--- src/rtl/pipe_pkg.sv ---
// Shared types and constants for the LEGv8 pipeline control blocks
// (hazard sequencer, hazard detect, forwarding unit).
package pipe_pkg;

  typedef enum logic {S_RUN, S_MUL} hz_state_t;

  localparam logic [4:0] XZR = 5'd31;

  typedef struct packed {
    logic en;
    logic bubble;
    logic flush;
  } stage_ctl_t;

endpackage

--- src/rtl/pipe_hazard_ctrl_if.sv ---
// Hazard-sequencer bundle: ID/EX register info in, per-stage strobes and
// the stall performance counter out.
interface pipe_hazard_ctrl_if #(
  parameter int CNT_W = 16
);

  logic [4:0]       id_rn;
  logic [4:0]       id_rm;
  logic             id_use_rn;
  logic             id_use_rm;
  logic             ex_memread;
  logic [4:0]       ex_rd;
  logic             ex_is_mul;
  logic             br_taken;

  logic             pc_en;
  logic             ifid_en;
  logic             ifid_flush;
  logic             idex_en;
  logic             idex_bubble;
  logic             exmem_bubble;
  logic             mul_start;
  logic             mul_busy;
  logic [CNT_W-1:0] stall_count;

  // Sequencer side
  modport slave (
    input  id_rn, id_rm, id_use_rn, id_use_rm,
    input  ex_memread, ex_rd, ex_is_mul, br_taken,
    output pc_en, ifid_en, ifid_flush, idex_en, idex_bubble,
    output exmem_bubble, mul_start, mul_busy, stall_count
  );

  // Pipeline side
  modport master (
    output id_rn, id_rm, id_use_rn, id_use_rm,
    output ex_memread, ex_rd, ex_is_mul, br_taken,
    input  pc_en, ifid_en, ifid_flush, idex_en, idex_bubble,
    input  exmem_bubble, mul_start, mul_busy, stall_count
  );

endinterface

--- src/rtl/pipe_hazard_ctrl_hazard_detect.sv ---
// Combinational load-use detector: an LDUR in EX whose destination is read
// by the instruction in ID. XZR is never a real dependency.
module hazard_detect
  import pipe_pkg::*;
(
  input  logic [4:0] id_rn,
  input  logic [4:0] id_rm,
  input  logic       id_use_rn,
  input  logic       id_use_rm,
  input  logic       ex_memread,
  input  logic [4:0] ex_rd,
  output logic       load_use
);

  logic rn_hit;
  logic rm_hit;

  always_comb begin
    rn_hit   = id_use_rn && (id_rn == ex_rd);
    rm_hit   = id_use_rm && (id_rm == ex_rd);
    load_use = ex_memread && (ex_rd != XZR) && (rn_hit || rm_hit);
  end

endmodule

--- src/rtl/pipe_hazard_ctrl.sv ---
// LEGv8 5-stage pipeline sequencer: MUL occupancy stall > load-use stall >
// taken-branch flush, plus a saturating stall-cycle counter.
module pipe_hazard_ctrl
  import pipe_pkg::*;
#(
  parameter int MUL_LAT = 3,
  parameter int CNT_W   = 16
) (
  input  logic             clk,
  input  logic             reset,
  pipe_hazard_ctrl_if.slave bus
);

  localparam logic [3:0] CNT_INIT = (MUL_LAT > 1) ? 4'(MUL_LAT - 2) : 4'd0;

  hz_state_t        state_q, state_d;
  logic [3:0]       cnt_q, cnt_d;
  logic [CNT_W-1:0] stall_count_q, stall_count_d;

  logic load_use;
  logic pc_en_c, ifid_en_c, ifid_flush_c, idex_en_c;
  logic idex_bubble_c, exmem_bubble_c, mul_start_c, mul_busy_c;

  function automatic logic [CNT_W-1:0] sat_inc(input logic [CNT_W-1:0] v);
    return (&v) ? v : v + CNT_W'(1);
  endfunction

  hazard_detect u_hazard_detect (
    .id_rn      (bus.id_rn),
    .id_rm      (bus.id_rm),
    .id_use_rn  (bus.id_use_rn),
    .id_use_rm  (bus.id_use_rm),
    .ex_memread (bus.ex_memread),
    .ex_rd      (bus.ex_rd),
    .load_use   (load_use)
  );

  always_comb begin
    state_d        = state_q;
    cnt_d          = cnt_q;
    pc_en_c        = 1'b1;
    ifid_en_c      = 1'b1;
    ifid_flush_c   = 1'b0;
    idex_en_c      = 1'b1;
    idex_bubble_c  = 1'b0;
    exmem_bubble_c = 1'b0;
    mul_start_c    = 1'b0;
    mul_busy_c     = 1'b0;

    case (state_q)
      S_RUN: begin
        if (bus.ex_is_mul) begin
          mul_start_c = 1'b1;
          mul_busy_c  = 1'b1;
          if (MUL_LAT > 1) begin
            pc_en_c        = 1'b0;
            ifid_en_c      = 1'b0;
            idex_en_c      = 1'b0;
            exmem_bubble_c = 1'b1;
            cnt_d          = CNT_INIT;
            state_d        = S_MUL;
          end
        end else if (load_use) begin
          // Flush held off so a branch in ID re-resolves once the load lands.
          pc_en_c       = 1'b0;
          ifid_en_c     = 1'b0;
          idex_bubble_c = 1'b1;
        end else if (bus.br_taken) begin
          ifid_flush_c = 1'b1;
        end
      end
      S_MUL: begin
        mul_busy_c = 1'b1;
        if (cnt_q != 4'd0) begin
          pc_en_c        = 1'b0;
          ifid_en_c      = 1'b0;
          idex_en_c      = 1'b0;
          exmem_bubble_c = 1'b1;
          cnt_d          = cnt_q - 4'd1;
        end else begin
          state_d = S_RUN;
        end
      end
      default: state_d = S_RUN;
    endcase

    stall_count_d = pc_en_c ? stall_count_q : sat_inc(stall_count_q);
  end

  always_ff @(posedge clk or negedge reset) begin
    if (!reset) begin
      state_q       <= S_RUN;
      cnt_q         <= 4'd0;
      stall_count_q <= '0;
    end else begin
      state_q       <= state_d;
      cnt_q         <= cnt_d;
      stall_count_q <= stall_count_d;
    end
  end

  // Reset forces every strobe low at once, freezing the pipeline.
  assign bus.pc_en        = reset & pc_en_c;
  assign bus.ifid_en      = reset & ifid_en_c;
  assign bus.ifid_flush   = reset & ifid_flush_c;
  assign bus.idex_en      = reset & idex_en_c;
  assign bus.idex_bubble  = reset & idex_bubble_c;
  assign bus.exmem_bubble = reset & exmem_bubble_c;
  assign bus.mul_start    = reset & mul_start_c;
  assign bus.mul_busy     = reset & mul_busy_c;
  assign bus.stall_count  = stall_count_q;

endmodule
--- src/flat_wrapper.sv ---
// flat-port wrapper written by rule: the top's interface ports become plain ports
module pipe_hazard_ctrl_flat import pipe_pkg::*;
#(
  parameter int MUL_LAT = 3,
  parameter int CNT_W   = 16
)
  (clk, reset, bus_id_rn, bus_id_rm, bus_id_use_rn, bus_id_use_rm, bus_ex_memread, bus_ex_rd, bus_ex_is_mul, bus_br_taken, bus_pc_en, bus_ifid_en, bus_ifid_flush, bus_idex_en, bus_idex_bubble, bus_exmem_bubble, bus_mul_start, bus_mul_busy, bus_stall_count);
  pipe_hazard_ctrl_if #(.CNT_W(CNT_W)) bus_i ();
  input  logic clk;
  input  logic reset;
  input wire logic [$bits(bus_i.id_rn)-1:0] bus_id_rn;
  input wire logic [$bits(bus_i.id_rm)-1:0] bus_id_rm;
  input wire logic [$bits(bus_i.id_use_rn)-1:0] bus_id_use_rn;
  input wire logic [$bits(bus_i.id_use_rm)-1:0] bus_id_use_rm;
  input wire logic [$bits(bus_i.ex_memread)-1:0] bus_ex_memread;
  input wire logic [$bits(bus_i.ex_rd)-1:0] bus_ex_rd;
  input wire logic [$bits(bus_i.ex_is_mul)-1:0] bus_ex_is_mul;
  input wire logic [$bits(bus_i.br_taken)-1:0] bus_br_taken;
  output wire logic [$bits(bus_i.pc_en)-1:0] bus_pc_en;
  output wire logic [$bits(bus_i.ifid_en)-1:0] bus_ifid_en;
  output wire logic [$bits(bus_i.ifid_flush)-1:0] bus_ifid_flush;
  output wire logic [$bits(bus_i.idex_en)-1:0] bus_idex_en;
  output wire logic [$bits(bus_i.idex_bubble)-1:0] bus_idex_bubble;
  output wire logic [$bits(bus_i.exmem_bubble)-1:0] bus_exmem_bubble;
  output wire logic [$bits(bus_i.mul_start)-1:0] bus_mul_start;
  output wire logic [$bits(bus_i.mul_busy)-1:0] bus_mul_busy;
  output wire logic [$bits(bus_i.stall_count)-1:0] bus_stall_count;
  assign bus_i.id_rn = bus_id_rn;
  assign bus_i.id_rm = bus_id_rm;
  assign bus_i.id_use_rn = bus_id_use_rn;
  assign bus_i.id_use_rm = bus_id_use_rm;
  assign bus_i.ex_memread = bus_ex_memread;
  assign bus_i.ex_rd = bus_ex_rd;
  assign bus_i.ex_is_mul = bus_ex_is_mul;
  assign bus_i.br_taken = bus_br_taken;
  assign bus_pc_en = bus_i.pc_en;
  assign bus_ifid_en = bus_i.ifid_en;
  assign bus_ifid_flush = bus_i.ifid_flush;
  assign bus_idex_en = bus_i.idex_en;
  assign bus_idex_bubble = bus_i.idex_bubble;
  assign bus_exmem_bubble = bus_i.exmem_bubble;
  assign bus_mul_start = bus_i.mul_start;
  assign bus_mul_busy = bus_i.mul_busy;
  assign bus_stall_count = bus_i.stall_count;
  pipe_hazard_ctrl #(.MUL_LAT(MUL_LAT), .CNT_W(CNT_W)) u_core (.clk(clk), .reset(reset), .bus(bus_i));
endmodule
--- config.mk ---
export PLATFORM = sky130hd
export DESIGN_NAME = pipe_hazard_ctrl_flat
export DESIGN_NICKNAME = d
export VERILOG_FILES = /design/src/rtl/pipe_pkg.sv /design/src/rtl/pipe_hazard_ctrl_if.sv /design/src/rtl/pipe_hazard_ctrl_hazard_detect.sv /design/src/rtl/pipe_hazard_ctrl.sv /design/src/flat_wrapper.sv
export SDC_FILE = /design/constraint.sdc
export NUM_CORES = 1
export LEC_CHECK = 0
export ABC_CLOCK_PERIOD_IN_PS = 1600
export CAP_MARGIN = 20
export CORE_MARGIN = 2
export CORE_UTILIZATION = 40
export DETAILED_ROUTE_END_ITERATION = 8
export PLACE_DENSITY_LB_ADDON = 0.3
export SLEW_MARGIN = 15
export SYNTH_ARGS = -nofsm -noshare
export SYNTH_HDL_FRONTEND = slang
export SYNTH_SLANG_ARGS = --single-unit
--- constraint.sdc ---
create_clock -name clk -period 1.6 [get_ports clk]
set_input_delay 0.24 -clock clk [delete_from_list [all_inputs] [get_ports clk]]
set_output_delay 0.24 -clock clk [all_outputs]
set_load 0.02 [all_outputs]
* Word-level counts from Yosys, hierarchy flattened
Cells that the tools add are included.
** Cells by class
- $add $sub $neg :: 2
- Multipliers :: 0
- Divide/modulo/power cells :: 0
- Order comparisons :: 0
- Eq/ne operators :: 5
- Shift-type cells :: 0
- Multiplexer cells :: 21
- Bitwise operators :: 10
- Reduce and logical (&&, ||, !) cells :: 9
** Operators with widths (count)
- 16-bit by 1-bit adder with 16-bit output (second input constant) :: 1
- 16-bit AND reduction :: 1
- 1-bit two-way mux :: 14
- 5-bit equality test :: 2
- 4-bit two-way mux :: 2
- 1-bit case mux with 2 select lines :: 4
- 4-bit case mux with 2 select lines :: 1
- 1-bit AND :: 7
- 5-bit inequality test (second input constant) :: 1
- 1-bit logical AND :: 4
- 2-bit inequality test (second input constant) :: 2
- 2-bit AND reduction :: 2
- 4-bit nonzero test :: 1
- 4-bit by 1-bit subtractor with 4-bit output (second input constant) :: 1
- 1-bit inverter :: 3
- 1-bit logical OR :: 1
** Storage, ports and cells
- Flip-flop bits (word level) :: 21
- Bits in latches :: 0
- Memory bits (writable) :: 0
- Bits in read-only memories :: 0
- Output and inout port bits :: 24
- Logic and storage cells :: 50
- Memories kept :: 0

* Logic depth before layout (Yosys ltp)
Gate-level depths: netlist (run 1).
- Word-level depth :: 9
- Depth in mapped cells :: 9
- Depth with buffers taken out :: 8

* Modules after synthesis
Synthesis (run 1) repeated with hierarchy kept, for this count alone.
** Second synthesis, totals
- Cells, all modules :: 130
- Area, all modules :: 1290.0 um2
** By module, submodules not included
- pipe_hazard_ctrl :: times used 1, cells each 112, area each 1161.1 um2, sequential area each 525.5 um2
- hazard_detect :: times used 1, cells each 18, area each 128.9 um2, sequential area each 0.0 um2

* Worst setup path before layout (run 1)
No wires, ideal clock.
- Path kind :: register to output
- Start point :: register u_core.cnt_q[0]
- End point :: output bus_pc_en
- Arrival :: 2.292 ns
- Setup slack :: -0.932 ns
- Cell stages (with the launch flop) :: 8
- Cell sequence :: dfrtp_1 -> inv_1 -> ha_1 -> nor3b_2 -> a21oi_2 -> nor2b_1 -> a21boi_0 -> buf_4
** On the way
- Cells in the longest elaborated chain, start to end :: 4
** Ends and longest elaborated chain
- from (decl) :: line pipe_hazard_ctrl.sv:17 : logic [3:0] cnt_q, cnt_d;
- from (signal assigned) :: line pipe_hazard_ctrl.sv:97 : cnt_q <= cnt_d;
- 4-bit nonzero test :: line pipe_hazard_ctrl.sv:74 : if (cnt_q != 4'd0) begin
- 1-bit two-way mux
- 1-bit case mux with 2 select lines
- 1-bit AND
- to (decl) :: line flat_wrapper.sv:19 : output wire logic [$bits(bus_i.pc_en)-1:0] bus_pc_en;
No other way between the ends.

* Final worst setup path (run 1)
- Start point :: register u_core.cnt_q[1]
- End point :: output bus_pc_en
** On the way
- Cells in the longest elaborated chain, start to end :: 4
** Ends and longest elaborated chain
- 4-bit nonzero test :: line pipe_hazard_ctrl.sv:74
- 1-bit two-way mux :: line pipe_hazard_ctrl.sv:74
- 1-bit case mux with 2 select lines :: line pipe_hazard_ctrl.sv:50 : case (state_q)
- 1-bit AND :: line pipe_hazard_ctrl.sv:103 : assign bus.pc_en = reset & pc_en_c;
No other way between the ends.

==> results of run 1 <==
[logic make-up after synthesis]
group                      count (synthesis)  share of synthesized area
and+or+nand+nor                           54                      0.243
xor gates and xnor gates                  26                      0.183
DFF                                       21                      0.422
AOI/OAI and AO/OA                         14                     0.0813
buffers and inverters                      8                     0.0341
muxes                                      2                     0.0171
adders and majority gates                  2                     0.0201
[path summary, 6_finish.rpt]
check | slack [ns] | startpoint | end | cells after the start
min in group clk | 0.50 | u_core.bus.stall_count[15]$_DFFE_PN0P_ | u_core.bus.stall_count[15]$_DFFE_PN0P_ | 1
max in group asynchronous | 0.98 | reset | u_core.state_q$_DFF_PN0_ | 3
hold reg to reg | 0.50 | u_core.bus.stall_count[15]$_DFFE_PN0P_ | u_core.bus.stall_count[15]$_DFFE_PN0P_ | 1
setup / recovery | -0.42 | u_core.cnt_q[1]$_DFFE_PN0P_ | bus_pc_en | 7
setup reg to reg | -0.34 | u_core.cnt_q[1]$_DFFE_PN0P_ | u_core.bus.stall_count[1]$_DFFE_PN0P_ | 9
hold / removal | 0.32 | reset | u_core.cnt_q[0]$_DFFE_PN0P_ | 2
[cells in the final DEF, fill, tap and decap left out, drive strengths merged]
cell,count
buf,53
xnor2,25
dlygate4sd2,21
dfrtp,21
nand2,14
nand4,11
clkdlybuf4s15,10
nor2,6
clkdlybuf4s50,5
nand3,5
inv,5
and3,5
a21oi,4
clkbuf,3
and2,3
o21ai,3
a21bo,2
nor3,2
ha,2
nor3b,2
nor2b,2
and4,2
o22ai,1
o211a,1
a21boi,1
o211ai,1
o21a,1
or3,1
mux2,1
xor2,1
nand4b,1
mux2i,1
o31ai,1
clkinv,1
dlymetal6s2s,1
[state kept, by name, indices dropped and copies added, names as in the netlist]
name / count
u_core.state_q: 1
u_core.cnt_q: 4
u_core.bus.stall_count: 16
[worst register-to-register path, delay by kind of cell, from the launching register on]
kind	cells	cell delay (ns)
mux	1	0.27
buf+inv	3	0.35
compound gates	3	0.44
fa+ha+maj	1	0.14
flops	1	0.41
simple gates	1	0.23
[metal layers]
| layer | vias up | GRT usage | part of all wire |
|---|---|---|---|
| met3 | 20 | 0.0411 | 0.041 |
| met4 | 0 | 0.0825 | 0.038 |
| li1 | 632 | - | - |
| met5 | - | 0 | 0 |
| met2 | 49 | 0.450 | 0.57 |
| met1 | 648 | 0.235 | 0.35 |
[metrics by stage]
step | power, µW | hold slack [ns] | cell area (µm²) | TNS [ns]
after global placement | 2430 | 0.493 | 2040 | -10.75
after global routing | 3280 | 0.317 | 2270 | -7.47
after detailed placement | 2490 | 0.502 | 2040 | -12.09
after floorplan | 1740 | -0.0556 | 1320 | -2.02
after CTS | 2980 | 0.312 | 2200 | -5.23
final | 3070 | 0.323 | 2270 | -5.55
[power by group]
group | switching (µW) | total [µW] | leakage [µW] | internal [µW]
clock network | 174 | 268 | 0.0000177 | 93.6
logic | 918 | 2020 | 0.000806 | 1100
registers | 100 | 785 | 0.000262 | 685
[synth_stat cells, drive strengths merged]
cell	count	area share
and3	5	0.028
a21oi	4	0.019
xnor2	25	0.18
o22ai	1	0.0050
buf	3	0.019
o21ai	3	0.012
mux2	1	0.0090
xor2	1	0.0070
nor3b	2	0.016
dfrtp	21	0.42
nand4b	1	0.0070
ha	2	0.020
o211a	1	0.0080
nor3	2	0.0080
and4	2	0.016
o21a	1	0.0060
mux2i	1	0.0080
or3	1	0.0050
o31ai	1	0.0060
a21bo	1	0.013
and2	3	0.017
nor2b	2	0.010
inv	5	0.015
nor2	6	0.018
o211ai	1	0.0060
nand4	11	0.055
nand3	5	0.020
a21boi	1	0.0060
nand2	14	0.042
[final cells by class]
| type | count | area, µm² | share of cell area |
|---|---|---|---|
| multi-input cells | 99 | 860 | 0.378 |
| repair buffers | 90 | 798 | 0.351 |
| flip-flops and latches | 21 | 529 | 0.233 |
| well taps | 33 | 41.3 | 0.0182 |
| clock buffers | 3 | 22.5 | 0.00990 |
| inverters | 5 | 18.8 | 0.00825 |
| clock inverters | 1 | 5.00 | 0.00220 |
[timing repair]
item | 4_1_cts | 5_1_grt
pin swaps | 33 | 7
cloned | 1 | 0
endpoints found under the setup margin | 39 | 25
buffers inserted | 7 | 5
resized for setup | 109 | 12
==> impl_metrics.py, run 1 <==
metrics = {
    "final_layout": {
        "nNetsFinal": 244,
        "fill_cells": 219,
        "layout-area-overhead-vs-synth_pct": 82.5,
        "antenna_cells": 0,
        "finalNonFillerCells": 252,
        "drive_gt1_frac": 0.457,
        "fin_util": 0.758,
    },
    "critical_path": {
        "cp.arrival_ns": 1.78,
        "crit_buf_inv": 2,
        "crit_required_ns": 1.36,
        "cpMaxStageDelayCell": "dfrtp_1",
        "path_class": "reg -> out",
        "max_stage_delay_ns": 0.41,
        "crit_fanout": 3,
        "path_cells": "inv_2, ha_4, nor3b_4, a21oi_4, nor2b_4, a21boi_4, buf_6",
        "worstSetupEndpointType": "primary output",
        "path_delay_family": "flip-flops",
        "crit_path_start_kind": "flop",
    },
    "floorplanning": {
        "die-width_um": 59.8,
        "start_util": 0.415,
        "io_pins": 46,
        "die_h_um": 59.8,
        "fp.dieArea_um2": 3580,
        "coreArea_um2": 3000,
        "row_count": 20,
    },
    "grt": {
        "grt_overflow": 0,
        "grtUsageTotal": 0.229,
        "grt_pass1_vias": 1380,
        "grt_pass1_wl_mm": 6.11,
        "grt_max_degree": 13,
        "antenna_found_initial": 0,
    },
    "cts": {
        "clock_latency_ns": 0.31,
        "root_buffer": "clkbuf_4",
        "clkSinkCount": 21,
        "cts_tree": "done",
        "cts_buffer_depth": 2,
        "path_clk_slew_ns": 0.12,
        "cts_hold_buf": 0,
        "numCtsBuffers": 3,
        "htree_levels": 1,
    },
    "timing": {
        "period_minus_slack_ns": 2.02,
        "grt_setup_unrepaired": "true",
        "period_share": 1.27,
        "finalMaxSlewViolations": 0,
        "hold_viol_final": 0,
        "max_freq_ghz": 0.494,
        "setup_viol_count_final": 23,
        "fin_skew_ns": 0.00353,
        "tightest_slew_ns": 0.284,
        "relSlewSlack": 0.810,
        "fin_ws_ns": -0.424,
    },
    "run_status": {
        "status": "finished with violations",
        "violations": "setup timing",
    },
    "yosys": {
        "synth_area_per_cell_um2": 9.81,
        "synth_nets": 151,
        "yosysWarnings": 0,
        "ys_ff_latch": 21,
        "synth_area_um2": 1250,
        "ys_seq_area_frac": 0.422,
        "yosysUniqueCellTypes": 36,
        "synthCells": 127,
    },
    "pwr": {
        "cellLeakagePower_uw": 0.00109,
        "peakVddDrop_mv": 0.951,
        "power.density_nw_per_um2": 1350,
    },
    "worst_hold_path": {
        "hold_class": "in -> async",
    },
    "routing": {
        "num_vias": 1349,
        "detail-route-antenna-nets": 0,
        "via_per_inst": 5.35,
        "routed_wl_mm": 3.90,
        "first_iter_violations": 30,
        "dr.pass1.iters": 5,
        "drc": 0,
        "wl_per_cell_um": 15.5,
    },
    "place": {
        "dp_cells": 236,
        "gp_congestion": 0.834,
        "preCtsSetupSlack_ns": -0.791,
        "port_buffers": 45,
        "dpl.hpwl_mm": 2.67,
    },
    "flow_run": {
        "maxCapViolCount": 0,
    },
}
No activity file was read; power rests on OpenSTA's default activity.
==> run 2: changes to the inputs <==
--- a/config.mk
+++ b/config.mk
@@ -5,10 +5,11 @@
 export SDC_FILE = /design/constraint.sdc
 export NUM_CORES = 1
 export LEC_CHECK = 0
-export ABC_CLOCK_PERIOD_IN_PS = 1600
+export ABC_CLOCK_PERIOD_IN_PS = 1700
 export CAP_MARGIN = 20
 export CORE_MARGIN = 2
 export CORE_UTILIZATION = 40
+export CTS_CLUSTER_DIAMETER = 100
 export DETAILED_ROUTE_END_ITERATION = 8
 export PLACE_DENSITY_LB_ADDON = 0.3
 export SLEW_MARGIN = 15
==> constraint.sdc (replaced) <==
create_clock -name clk -period 1.7 [get_ports clk]
set_input_delay 0.255 -clock clk [delete_from_list [all_inputs] [get_ports clk]]
set_output_delay 0.255 -clock clk [all_outputs]
set_load 0.02 [all_outputs]
==> impl_metrics.py, run 2 (synthesis gave the netlist of run 1 again) <==
metrics = {
    "place": {
        "port_buffers": 45,
        "preCtsSetupSlack_ns": -0.765,
        "placed_area_um2": 2030,
        "dp_cells": 235,
        "dpl.hpwl_mm": 2.70,
        "gp_congestion": 0.822,
    },
    "critical_path": {
        "reg2reg_to": "u_core.bus.stall_count[1]$_DFFE_PN0P_",
        "crit_buf_inv": 2,
        "cpMaxStageDelayCell": "dfrtp_1",
        "crit_required_ns": 1.44,
        "worst-r2r-setup-slack_ns": -0.27,
        "crit_fanout": 3,
        "reg2reg_depth": 9,
        "cp.arrival_ns": 1.72,
        "path_class": "reg -> out",
        "path_delay_family": "flip-flops",
        "crit_path_start_kind": "flop",
        "path_cells": "inv_2, ha_4, nor3b_4, a21oi_4, nor2b_4, a21boi_4, buf_6",
        "max_stage_delay_ns": 0.40,
        "worstSetupEndpointType": "primary output",
        "r2r-start": "u_core.cnt_q[0]$_DFFE_PN0P_",
    },
    "timing": {
        "finalMaxSlewViolations": 0,
        "period_share": 1.16,
        "fin_ws_ns": -0.275,
        "setup_viol_count_final": 20,
        "grt_setup_unrepaired": "true",
        "max_freq_ghz": 0.506,
        "relSlewSlack": 0.800,
        "tightest_slew_ns": 0.299,
        "whs_ns": 0.331,
        "fin_skew_ns": 0.00350,
        "period_minus_slack_ns": 1.97,
        "hold_viol_final": 0,
    },
    "final_layout": {
        "finalNonFillerCells": 250,
        "drive_gt1_frac": 0.442,
        "fill_cells": 210,
        "antenna_cells": 0,
        "final_cell_mix": "buf_4, xnor2_1, dfrtp_1",
        "fin_util": 0.753,
        "multi_input_area_um2": 873,
        "nNetsFinal": 242,
        "final_area_um2": 2260,
        "seqCellArea_um2": 529,
        "layout-area-overhead-vs-synth_pct": 81.5,
        "largest_reg_flops": 16,
        "final_common_cell": "buf_4",
    },
    "cts": {
        "clock_latency_ns": 0.30,
        "cts_buffer_depth": 2,
        "cts_tree": "done",
        "cts_hold_buf": 0,
        "htree_levels": 1,
        "root_buffer": "clkbuf_4",
        "numCtsBuffers": 3,
        "clkSinkCount": 21,
        "path_clk_slew_ns": 0.11,
    },
    "run_status": {
        "violations": "setup timing",
        "status": "finished with violations",
    },
    "floorplanning": {
        "start_util": 0.415,
        "io_pins": 46,
        "fp.dieArea_um2": 3580,
        "row_count": 20,
        "coreArea_um2": 3000,
        "die_h_um": 59.8,
        "die-width_um": 59.8,
    },
    "routing": {
        "detail-route-antenna-nets": 0,
        "num_vias": 1280,
        "via_per_inst": 5.12,
        "drc": 0,
        "dr.pass1.iters": 4,
        "first_iter_violations": 32,
        "wl_per_cell_um": 14.7,
        "routed_wl_mm": 3.67,
    },
    "pwr": {
        "cellLeakagePower_uw": 0.00115,
        "power.density_nw_per_um2": 1320,
        "peakVddDrop_mv": 0.879,
    },
    "grt": {
        "antenna_found_initial": 0,
        "grtUsageTotal": 0.219,
        "grt_max_degree": 13,
        "grt_pass1_vias": 1341,
        "grt_pass1_wl_mm": 5.89,
        "grt_overflow": 0,
    },
    "flow_run": {
        "maxCapViolCount": 0,
    },
    "worst_hold_path": {
        "hold_class": "in -> async",
    },
}
## run 2: cell types whose count changed in the layout (fill, tap and decap cells not counted), moves of 2 or more
cell             previous run  this run
buf_6                      13         9
nand2_4                     0         2
clkdlybuf4s15_2             6         0
clkdlybuf4s15_1             4         2
dlygate4sd2_1              21        12
dlymetal6s2s_1              1         9
clkdlybuf4s50_1             5        11
clkbuf_2                    0         4
nand2_2                     4         2
## run 2: worst register-to-register path, cell delays in order, from the launching register on
cell and delay, ns:
dfrtp_1 0.40, inv_2 0.08, ha_4 0.13, nor3b_4 0.23, a21oi_4 0.11, buf_4 0.15, buf_6 0.11, o21ai_4 0.06
a21bo_4 0.30, mux2_4 0.30
## run 2: worst max path at each step
stage	from	end	slack [ns]	cells after the start
2_1_floorplan	u_core.cnt_q[0]$_DFFE_PN0P_	bus_pc_en	-0.13	7
3_3_place_gp	bus_ex_rd[1]	bus_ifid_flush	-0.67	7
3_5_place_dp	bus_ex_rd[2]	bus_ifid_flush	-0.77	7
4_1_cts	u_core.cnt_q[1]$_DFFE_PN0P_	bus_pc_en	-0.26	7
5_1_grt	u_core.cnt_q[1]$_DFFE_PN0P_	bus_ifid_en	-0.35	7
6_report	u_core.cnt_q[0]$_DFFE_PN0P_	bus_pc_en	-0.27	7
## run 2: per-layer routing
| metal | track usage | vias up | share of wire |
|---|---|---|---|
| met1 | 0.260 | 633 | 0.41 |
| met2 | 0.418 | 18 | 0.56 |
| met4 | 0.0222 | 0 | 0.0033 |
| li1 | - | 627 | - |
| met5 | 0 | - | 0 |
| met3 | 0.0390 | 2 | 0.024 |
## run 2: area by class of cell
type / instances / area share
flip-flops and latches: 21 / 0.234
inverters: 5 / 0.00830
clock buffers: 3 / 0.00996
repair buffers: 88 / 0.341
multi-input cells: 99 / 0.386
well taps: 33 / 0.0183
clock inverters: 1 / 0.00221
## run 2: what timing repair did
action,CTS,global route
setup buffers,7,3
cloned,1,0
resized for setup,68,34
pin swaps,38,21
endpoints found under the setup margin,26,31
## run 2: stage by stage
step / total power [µW] / TNS, ns
detailed placement: 2390 / -10.63
CTS: 2880 / -2.56
global route: 3180 / -4.59
floorplan: 1630 / -0.569
finish: 2990 / -3.25
global placement: 2320 / -8.84
## run 2: report_power, final
group	total [µW]	switching, µW	internal (µW)
combinational	2010	899	1110
sequential	740	95.4	645
clock	241	153	87.8
